$ cat src/rtl/univ_shift_reg_n_if.sv
// Bus bundle for the universal shift register.
// The master drives control, load data and serial inputs; the slave returns register state.
interface univ_shift_reg_n_if #(
    parameter int word_size = 8,
    parameter int len_w     = $clog2(word_size + 1)
);
    logic [2:0]           mode;
    logic [word_size-1:0] Data_in;
    logic                 sin_msb;
    logic                 sin_lsb;
    logic                 start;
    logic                 burst_dir;
    logic [len_w-1:0]     burst_len;
    logic [word_size-1:0] Data_out;
    logic                 sout_lsb;
    logic                 sout_msb;
    logic                 busy;
    logic                 done;

    modport master (
        output mode, Data_in, sin_msb, sin_lsb,
        output start, burst_dir, burst_len,
        input  Data_out, sout_lsb, sout_msb, busy, done
    );

    modport slave (
        input  mode, Data_in, sin_msb, sin_lsb,
        input  start, burst_dir, burst_len,
        output Data_out, sout_lsb, sout_msb, busy, done
    );
endinterface

$ cat src/rtl/univ_shift_reg_n.sv
// Universal shift register: hold/shift/rotate/load/clear per cycle,
// plus a self-timed burst that shifts a programmed number of places.
module univ_shift_reg_n #(
    parameter int word_size = 8,
    parameter int len_w     = $clog2(word_size + 1)
) (
    input logic               clock,
    input logic               reset,
    univ_shift_reg_n_if.slave bus
);
    localparam int CW = $clog2(word_size + 1);

    typedef enum logic {IDLE, SHIFT} state_t;

    state_t               state;
    logic [CW-1:0]        count;
    logic                 dir;
    logic                 done_q;
    logic [word_size-1:0] q;
    logic [word_size-1:0] shr;
    logic [word_size-1:0] shl;
    logic [word_size-1:0] rotr;
    logic [word_size-1:0] rotl;
    logic [CW-1:0]        len_sat;

    assign shr  = {bus.sin_msb, q[word_size-1:1]};
    assign shl  = {q[word_size-2:0], bus.sin_lsb};
    assign rotr = {q[0], q[word_size-1:1]};
    assign rotl = {q[word_size-2:0], q[word_size-1]};

    // Longer requests saturate at one full word of shifting
    assign len_sat = (int'(bus.burst_len) > word_size) ?
                     CW'(word_size) : CW'(bus.burst_len);

    always_ff @(posedge clock or posedge reset) begin
        if (reset) begin
            state  <= IDLE;
            count  <= '0;
            dir    <= 1'b0;
            done_q <= 1'b0;
            q      <= '0;
        end else begin
            done_q <= 1'b0;
            case (state)
                IDLE: begin
                    if (bus.start) begin
                        if (bus.burst_len != '0) begin
                            state <= SHIFT;
                            dir   <= bus.burst_dir;
                            count <= len_sat;
                        end
                    end else begin
                        case (bus.mode)
                            3'b001:  q <= shr;
                            3'b010:  q <= shl;
                            3'b011:  q <= bus.Data_in;
                            3'b100:  q <= rotr;
                            3'b101:  q <= rotl;
                            3'b110:  q <= '0;
                            default: q <= q;
                        endcase
                    end
                end
                SHIFT: begin
                    q     <= dir ? shl : shr;
                    count <= count - CW'(1);
                    if (count == CW'(1)) begin
                        state  <= IDLE;
                        done_q <= 1'b1;
                    end
                end
                default: state <= IDLE;
            endcase
        end
    end

    assign bus.Data_out = q;
    assign bus.sout_lsb = q[0];
    assign bus.sout_msb = q[word_size-1];
    assign bus.busy     = (state == SHIFT);
    assign bus.done     = done_q;
endmodule

$ cat src/flat_wrapper.sv
// flat-port wrapper written by rule: the top's interface ports become plain ports
module univ_shift_reg_n_flat 
#(
    parameter int word_size = 8,
    parameter int len_w     = $clog2(word_size + 1)
)
  (clock, reset, bus_mode, bus_Data_in, bus_sin_msb, bus_sin_lsb, bus_start, bus_burst_dir, bus_burst_len, bus_Data_out, bus_sout_lsb, bus_sout_msb, bus_busy, bus_done);
  univ_shift_reg_n_if #(.word_size(word_size), .len_w(len_w)) bus_i ();
  input logic clock;
  input logic reset;
  input wire logic [$bits(bus_i.mode)-1:0] bus_mode;
  input wire logic [$bits(bus_i.Data_in)-1:0] bus_Data_in;
  input wire logic [$bits(bus_i.sin_msb)-1:0] bus_sin_msb;
  input wire logic [$bits(bus_i.sin_lsb)-1:0] bus_sin_lsb;
  input wire logic [$bits(bus_i.start)-1:0] bus_start;
  input wire logic [$bits(bus_i.burst_dir)-1:0] bus_burst_dir;
  input wire logic [$bits(bus_i.burst_len)-1:0] bus_burst_len;
  output wire logic [$bits(bus_i.Data_out)-1:0] bus_Data_out;
  output wire logic [$bits(bus_i.sout_lsb)-1:0] bus_sout_lsb;
  output wire logic [$bits(bus_i.sout_msb)-1:0] bus_sout_msb;
  output wire logic [$bits(bus_i.busy)-1:0] bus_busy;
  output wire logic [$bits(bus_i.done)-1:0] bus_done;
  assign bus_i.mode = bus_mode;
  assign bus_i.Data_in = bus_Data_in;
  assign bus_i.sin_msb = bus_sin_msb;
  assign bus_i.sin_lsb = bus_sin_lsb;
  assign bus_i.start = bus_start;
  assign bus_i.burst_dir = bus_burst_dir;
  assign bus_i.burst_len = bus_burst_len;
  assign bus_Data_out = bus_i.Data_out;
  assign bus_sout_lsb = bus_i.sout_lsb;
  assign bus_sout_msb = bus_i.sout_msb;
  assign bus_busy = bus_i.busy;
  assign bus_done = bus_i.done;
  univ_shift_reg_n #(.word_size(word_size), .len_w(len_w)) u_core (.clock(clock), .reset(reset), .bus(bus_i));
endmodule
$ cat config.mk
export PLATFORM = sky130hd
export DESIGN_NAME = univ_shift_reg_n_flat
export DESIGN_NICKNAME = d
export VERILOG_FILES = /design/src/rtl/univ_shift_reg_n_if.sv /design/src/rtl/univ_shift_reg_n.sv /design/src/flat_wrapper.sv
export SDC_FILE = /design/constraint.sdc
export NUM_CORES = 1
export LEC_CHECK = 0
export ABC_AREA = 1
export CAP_MARGIN = 30
export CORE_ASPECT_RATIO = 1.25
export CORE_MARGIN = 5
export CORE_UTILIZATION = 47
export DETAILED_ROUTE_END_ITERATION = 6
export PLACE_DENSITY = 0.85
export RECOVER_POWER = 100
export SLEW_MARGIN = 10
export SYNTH_ARGS = -nofsm -noshare
export SYNTH_HDL_FRONTEND = slang
export SYNTH_SLANG_ARGS = --single-unit
$ cat constraint.sdc
create_clock -name clock -period 1.3 [get_ports clock]
set_input_delay 0.26 -clock clock [delete_from_list [all_inputs] [get_ports clock]]
set_output_delay 0.26 -clock clock [all_outputs]
set_load 0.05 [all_outputs]
==> results of run 1 <==
## sequential cells by signal, indices dropped and copies added (netlist names)
name	flops
u_core.bus.Data_out	8
u_core.count	4
u_core.bus.busy	1
u_core.bus.done	1
u_core.dir	1
## report_power, final
group	switching, mW	internal [mW]
logic	1.43	0.911
registers	0.320	0.709
clock network	0.171	0.120
## worst max-delay path, stage by stage (launching register included)
cell                      delay (ns)
sky130_fd_sc_hd__dfrtp_2        0.41
sky130_fd_sc_hd__buf_6          0.16
sky130_fd_sc_hd__buf_12         0.15
## cells in the mapped netlist, drive strengths merged
master / number
nand2: 54
nor2: 30
a21oi: 18
dfrtp: 15
o21ai: 14
nand3: 12
inv: 11
buf: 5
nand4: 3
ha: 2
o211ai: 2
nor3: 1
o2bb2ai: 1
or2: 1
## final cells by class
class	instances	area [um2]	share of cell area, %
Inverter	11	41.29	2.621
Timing Repair Buffer	43	422.9	26.85
Clock buffer	4	26.28	1.668
Tap cell	31	38.79	2.462
Sequential cell	15	379.1	24.07
Multi-Input combinational cell	138	666.9	42.34
## metrics by stage
stage                     instances  util [%]
final                           242     70.49
after CTS                       242     74.92
after detailed placement        238     73.57
after global routing            242     70.49
after floorplan                 169         -
after global placement          238     73.57
## cells by family after synthesis
family,synth area share (%)
DFF,33.67
and+or+nand+nor,39.95
AOI/OAI and AO/OA,17.17
adders and majority gates,2.244
buffers and inverters,6.958
## timing repair
item,in CTS,in global routing
setup buffers,0,0
resized for setup,6,1
hold buffers,0,0
pin swaps,0,0
endpoints found under the setup margin,11,4
## layer usage
layer	vias to the layer above	track usage [%]	wire length, um
met5	-	0	0
met4	0	12.78	104
met3	11	3.211	276
met2	64	35.28	1641
met1	594	24.03	1286
li1	641	-	-
## path summary, 6_finish.rpt
check                                    endpoint             from  slack [ns]  cells past startpoint
max reg2reg                u_core.bus.Data_out[0]  u_core.bus.busy        0.08                      5
min reg2reg                       u_core.bus.done  u_core.count[3]        0.51                      1
max in group asynchronous  u_core.bus.Data_out[7]            reset        0.24                      3
min in group clock                u_core.bus.done  u_core.count[3]        0.51                      1
min                               u_core.count[0]            reset        0.48                      3
max                                      bus_busy  u_core.bus.busy        0.01                      2
==> Flow_metrics.wiki, run 1 <==
{| class="wikitable"
! Metric !! Value
|-
| Status || finished, final reports clean
|-
| Cell taking the most area after synthesis || sky130_fd_sc_hd__dfrtp_1
|-
| Layout cell share with drive strength beyond 1 || 18.96%
|-
| Width of the die || 53.56 um
|-
| Largest net degree at the start of global routing || 16
|-
| TritonCTS Buffers || 3
|-
| Layout Cell Area excl Fill || 1575 um2
|-
| Clock transition at the registers of the reported paths || 0.10 ns
|-
| Mean cell area of the mapped netlist || 6.597 um2
|-
| Worst slew margin relative to its limit || 43.37%
|-
| Number of filler cells placed in the layout || 198
|-
| Most common cell after layout, fill and taps aside || sky130_fd_sc_hd__nand2_1
|-
| Clock latency reported for the late side of the worst-skew pair || 0.30 ns
|-
| CP endpoint kind || primary output
|-
| Number of library cell types mapped by synthesis || 23
|-
| Setup Total Neg Slack || 0 ns
|-
| Max-capacitance violation count || 0
|-
| Top Ports || 33
|-
| Final setup violation count || 0
|-
| Max H-tree Level || 1
|-
| Yosys synthesis warning count || 0
|-
| Final worst setup slack || 0.01290 ns
|-
| Worst-path fanout max || 15
|-
| Commonest non-fill, non-tap cells in the layout || sky130_fd_sc_hd__nand2_1 (48), sky130_fd_sc_hd__nor2_1 (29), sky130_fd_sc_hd__a21oi_1 (17), sky130_fd_sc_hd__clkdlybuf4s50_1 (17), sky130_fd_sc_hd__buf_4 (15)
|-
| Req. time, crit path || 1.04 ns
|-
| Aggregate global routing overflow || 0
|-
| DRC violation count after routing || 0
|-
| TritonCTS clock tree || done
|-
| Lkg Pwr || 0.7338 nW
|-
| Worst Path Class, Setup || reg2out
|-
| Chip height || 64.45 um
|-
| Final Wtd Congestion || 0.8908
|-
| Antenna cells || 0
|-
| Power Dens Cells || 2326 nW/um2
|-
| Kind of start point of the critical path || flip-flop
|-
| Maximum clock frequency || 0.7769 GHz
|-
| Shortest period the worst path allows || 1.287 ns
|-
| Detail-routed via count per cell || 5.413
|-
| Initial DRC count || 39
|-
| Root buffer selected by CTS || sky130_fd_sc_hd__clkbuf_4
|-
| Row count || 19
|-
| Die footprint || 3452 um2
|-
| Sequential element share of the synthesized area || 33.67%
|-
| Aggregate global-route resource usage || 20.93%
|-
| Total chip power || 3.664 mW
|-
| Maximum vdd drop || 0.001650 V
|-
| Number of routed nets with antenna violations || 0
|-
| Cells after Synth || 169
|-
| Routed wire per std cell || 13.67 um
|-
| Count of vias placed by the detailed router || 1310
|-
| Floorplan core area || 2235 um2
|-
| Worst hold slack || 0.4788 ns
|-
| Post-route clock period utilization || 99.01%
|-
| Fraction of synthesized cell area taken by the top area cell type || 33.67%
|-
| Number of antenna violations at the first check in global routing || 0
|-
| Worst Path Arrival || 1.03 ns
|-
| Clk buf depth || 2
|-
| DR pass1 iterations || 4
|-
| Initial Utilization || 49.89%
|-
| Worst clock skew on the final layout || 0.003523 ns
|-
| Final Hold Viols || 0
|-
| Global-route wire length before repair || 5.575 mm
|-
| WL final || 3.309 mm
|-
| Layout-stage area growth over the synthesis result || 41.30%
|-
| Number of sinks driven by the clock tree || 15
|-
| Biggest area contributors in the synthesized netlist || sky130_fd_sc_hd__dfrtp_1 (34%), sky130_fd_sc_hd__nand2_1 (17%), sky130_fd_sc_hd__nor2_1 (9.8%), sky130_fd_sc_hd__a21oi_1 (7.6%), sky130_fd_sc_hd__o21ai_0 (5.8%)
|-
| Total standard cell area after synthesis || 1115 um2
|-
| RSZ-0062 raised after global routing || yes
|-
| Area post-placement || 1644 um2
|-
| Via count of the first global-routing pass || 1285
|-
| Worst Tran Pin Value || 0.8495 ns
|-
| Final HPWL DP || 2.526 mm
|-
| Number of synthesized register bits || 15
|-
| Class of the tightest hold or removal check || in2async
|-
| Nets@finish || 235
|-
| Net count after synthesis || 192
|-
| Count of pins over their slew limit || 0
|-
| Worst slack at placement || -0.4608 ns
|-
| PortBufs || 32
|}
Note: power is estimated with default switching activity, not from simulation.
==> inputs of run 2 (changes only) <==
CORE_UTILIZATION = 35   (was 47)
PLACE_DENSITY = 0.67   (was 0.85)
==> run 2 against run 1 <==
Worst hold slack better by 0.013 ns. Register-to-register slack better by 0.04 ns. Non-clock buffer count stayed put. First-iteration DRC count is 79% higher. Combinational power hardly changed. Setup slack better by 0.024 ns. Final cell count is 2.5% higher. Via count is 7.4% lower. Maximum frequency is 1.9% higher. Final area is 1.4% higher. Largest power group unchanged. Highest routed layer unchanged.
==> Flow_metrics.wiki, run 2 (synthesized netlist as in run 1, its figures left out) <==
{| class="wikitable"
! Metric !! Value
|-
| Status || finished, final reports clean (unchanged)
|-
| Footprint of the multi-input gates || 666.9 um2 (unchanged)
|-
| Shortest period the worst path allows || 1.263 ns (was 1.287 ns)
|-
| Die footprint || 4421 um2 (was 3452 um2)
|-
| Number of filler cells placed in the layout || 299 (was 198)
|-
| Number of sinks driven by the clock tree || 15 (unchanged)
|-
| DR pass1 iterations || 4 (unchanged)
|-
| Maximum vdd drop || 0.001360 V (was 0.001650 V)
|-
| Aggregate global-route resource usage || 15.80% (was 20.93%)
|-
| Top Ports || 33 (unchanged)
|-
| Initial DRC count || 70 (was 39)
|-
| Max-capacitance violation count || 0 (unchanged)
|-
| TritonCTS clock tree || done (unchanged)
|-
| Cells along the critical path || buf_4 (was buf_6, buf_12)
|-
| Final Hold Viols || 0 (unchanged)
|-
| Post-route clock period utilization || 97.18% (was 99.01%)
|-
| Number of flip-flops in the largest register || 8 (unchanged)
|-
| Floorplan core area || 3137 um2 (was 2235 um2)
|-
| Layout cell share with drive strength beyond 1 || 18.01% (was 18.96%)
|-
| Aggregate global routing overflow || 0 (unchanged)
|-
| Post-CTS Setup Repair Bufs || 0 (unchanged)
|-
| Width of the die || 60.48 um (was 53.56 um)
|-
| RSZ-0062 raised after global routing || no (was yes)
|-
| Lkg Pwr || 0.7378 nW (was 0.7338 nW)
|-
| Detail-routed via count per cell || 4.891 (was 5.413)
|-
| Largest stage delay on the critical path || 0.50 ns (was 0.41 ns)
|-
| Row count || 23 (was 19)
|-
| Largest net degree at the start of global routing || 16 (unchanged)
|-
| Root buffer selected by CTS || sky130_fd_sc_hd__clkbuf_8 (was sky130_fd_sc_hd__clkbuf_4)
|-
| Worst Path Class, Setup || reg2out (unchanged)
|-
| Initial Utilization || 35.54% (was 49.89%)
|-
| CP delay by family, top || flip-flops (unchanged)
|-
| Worst Tran Pin Value || 0.3908 ns (was 0.8495 ns)
|-
| DRC violation count after routing || 0 (unchanged)
|-
| Final setup violation count || 0 (unchanged)
|-
| Count of vias placed by the detailed router || 1213 (was 1310)
|-
| Class of the tightest hold or removal check || reg2reg (was in2async)
|-
| TritonCTS Buffers || 3 (unchanged)
|-
| Max H-tree Level || 1 (unchanged)
|-
| Clock transition at the registers of the reported paths || 0.06 ns (was 0.10 ns)
|-
| Number of antenna violations at the first check in global routing || 0 (unchanged)
|-
| Final Wtd Congestion || 0.8496 (was 0.8908)
|-
| Final worst setup slack || 0.03672 ns (was 0.01290 ns)
|-
| Clk buf depth || 2 (unchanged)
|-
| Number of routed nets with antenna violations || 0 (unchanged)
|-
| Maximum clock frequency || 0.7916 GHz (was 0.7769 GHz)
|-
| Worst Path Arrival || 1.00 ns (was 1.03 ns)
|-
| Slowest stage cell, crit path || sky130_fd_sc_hd__dfrtp_1 (was sky130_fd_sc_hd__dfrtp_2)
|-
| Nets@finish || 235 (unchanged)
|-
| WL final || 3.146 mm (was 3.309 mm)
|-
| Worst-path fanout max || 6 (was 15)
|-
| Final HPWL DP || 2.318 mm (was 2.526 mm)
|-
| Footprint of the flip-flops and latches || 376.6 um2 (was 379.1 um2)
|-
| Post-layout util || 50.94% (was 70.49%)
|-
| PortBufs || 32 (unchanged)
|-
| Worst clock skew on the final layout || 0.0008309 ns (was 0.003523 ns)
|-
| Most common cell after layout, fill and taps aside || sky130_fd_sc_hd__nand2_1 (unchanged)
|-
| Commonest non-fill, non-tap cells in the layout || sky130_fd_sc_hd__nand2_1 (48), sky130_fd_sc_hd__nor2_1 (29), sky130_fd_sc_hd__a21oi_1 (17), sky130_fd_sc_hd__clkdlybuf4s50_1 (16), sky130_fd_sc_hd__dfrtp_1 (14) (was sky130_fd_sc_hd__nand2_1 (48), sky130_fd_sc_hd__nor2_1 (29), sky130_fd_sc_hd__a21oi_1 (17), sky130_fd_sc_hd__clkdlybuf4s50_1 (17), sky130_fd_sc_hd__buf_4 (15))
|-
| Worst slew margin relative to its limit || 73.95% (was 43.37%)
|-
| Crit path buffers/inverters || 1 (was 2)
|-
| Global-route wire length before repair || 5.271 mm (was 5.575 mm)
|-
| Via count of the first global-routing pass || 1223 (was 1285)
|-
| Req. time, crit path || 1.04 ns (about the same)
|-
| Clock latency reported for the late side of the worst-skew pair || 0.25 ns (was 0.30 ns)
|-
| CP endpoint kind || primary output (unchanged)
|-
| Layout-stage area growth over the synthesis result || 43.32% (was 41.30%)
|-
| Routed wire per std cell || 12.69 um (was 13.67 um)
|-
| CTS hold repair buffers || 0 (unchanged)
|-
| Chip height || 73.10 um (was 64.45 um)
|-
| Kind of start point of the critical path || flip-flop (unchanged)
|-
| Antenna cells || 0 (unchanged)
|-
| Count of pins over their slew limit || 0 (unchanged)
|-
| Worst slack at placement || -0.3997 ns (was -0.4608 ns)
|-
| Power Dens Cells || 2346 nW/um2 (was 2326 nW/um2)
|}
-- run 2: layer usage --
metal | wire length (um) | track usage (%)
met1 | 1333 | 19.15
met2 | 1535 | 25.96
met3 | 217 | 2.478
met4 | 60 | 9.157
met5 | 0 | 0
-- run 2: worst register-to-register path, delay by kind of cell, from the launching register on --
| family | cells | cell delay, ns |
|---|---|---|
| compound gates | 1 | 0.15 |
| buf+inv | 1 | 0.16 |
| flops | 1 | 0.40 |
| simple gates | 3 | 0.39 |
-- run 2: area by class of cell --
cell class	instances	share of cell area, %
Multi-Input combinational cell	138	41.74
Inverter	11	2.584
Sequential cell	15	23.57
Tap cell	37	2.897
Timing Repair Buffer	43	26.39
Clock buffer	4	2.819
-- run 2: final timing paths --
| kind | cells past startpoint | to | slack [ns] | start |
|---|---|---|---|---|
| max | 1 | bus_Data_out[7] | 0.04 | u_core.bus.Data_out[7] |
| min | 1 | u_core.bus.done | 0.49 | u_core.count[3] |
| max reg2reg | 5 | u_core.bus.Data_out[5] | 0.12 | u_core.bus.busy |
| min reg2reg | 1 | u_core.bus.done | 0.49 | u_core.count[3] |
| max in group asynchronous | 3 | u_core.bus.busy | 0.48 | reset |
| min in group asynchronous | 3 | u_core.bus.Data_out[4] | 0.51 | reset |
-- run 2: repair_timing --
action                                  4_1_cts  5_1_grt
resized for setup                             4        2
pin swaps                                     1        0
endpoints found under the setup margin        8        2
-- run 2: power by group --
part           leakage [nW]  internal, mW  switching [mW]
Clock                0.0228         0.217           0.164
Sequential            0.174         0.704           0.344
Combinational         0.542         0.923            1.40
Total                 0.738          1.84            1.90
-- run 2: through the flow --
stage	TNS, ns	std cells	power (mW)	instance area (um2)	hold slack (ns)
global placement	-3.341	244	3.697	1652	0.4813
detailed placement	-3.434	244	3.699	1652	0.4743
global route	0	248	4.016	1598	0.5098
finish	0	248	3.748	1598	0.4921
CTS	0	248	4.089	1695	0.3204
floorplan	0	169	2.526	1119	0.1614
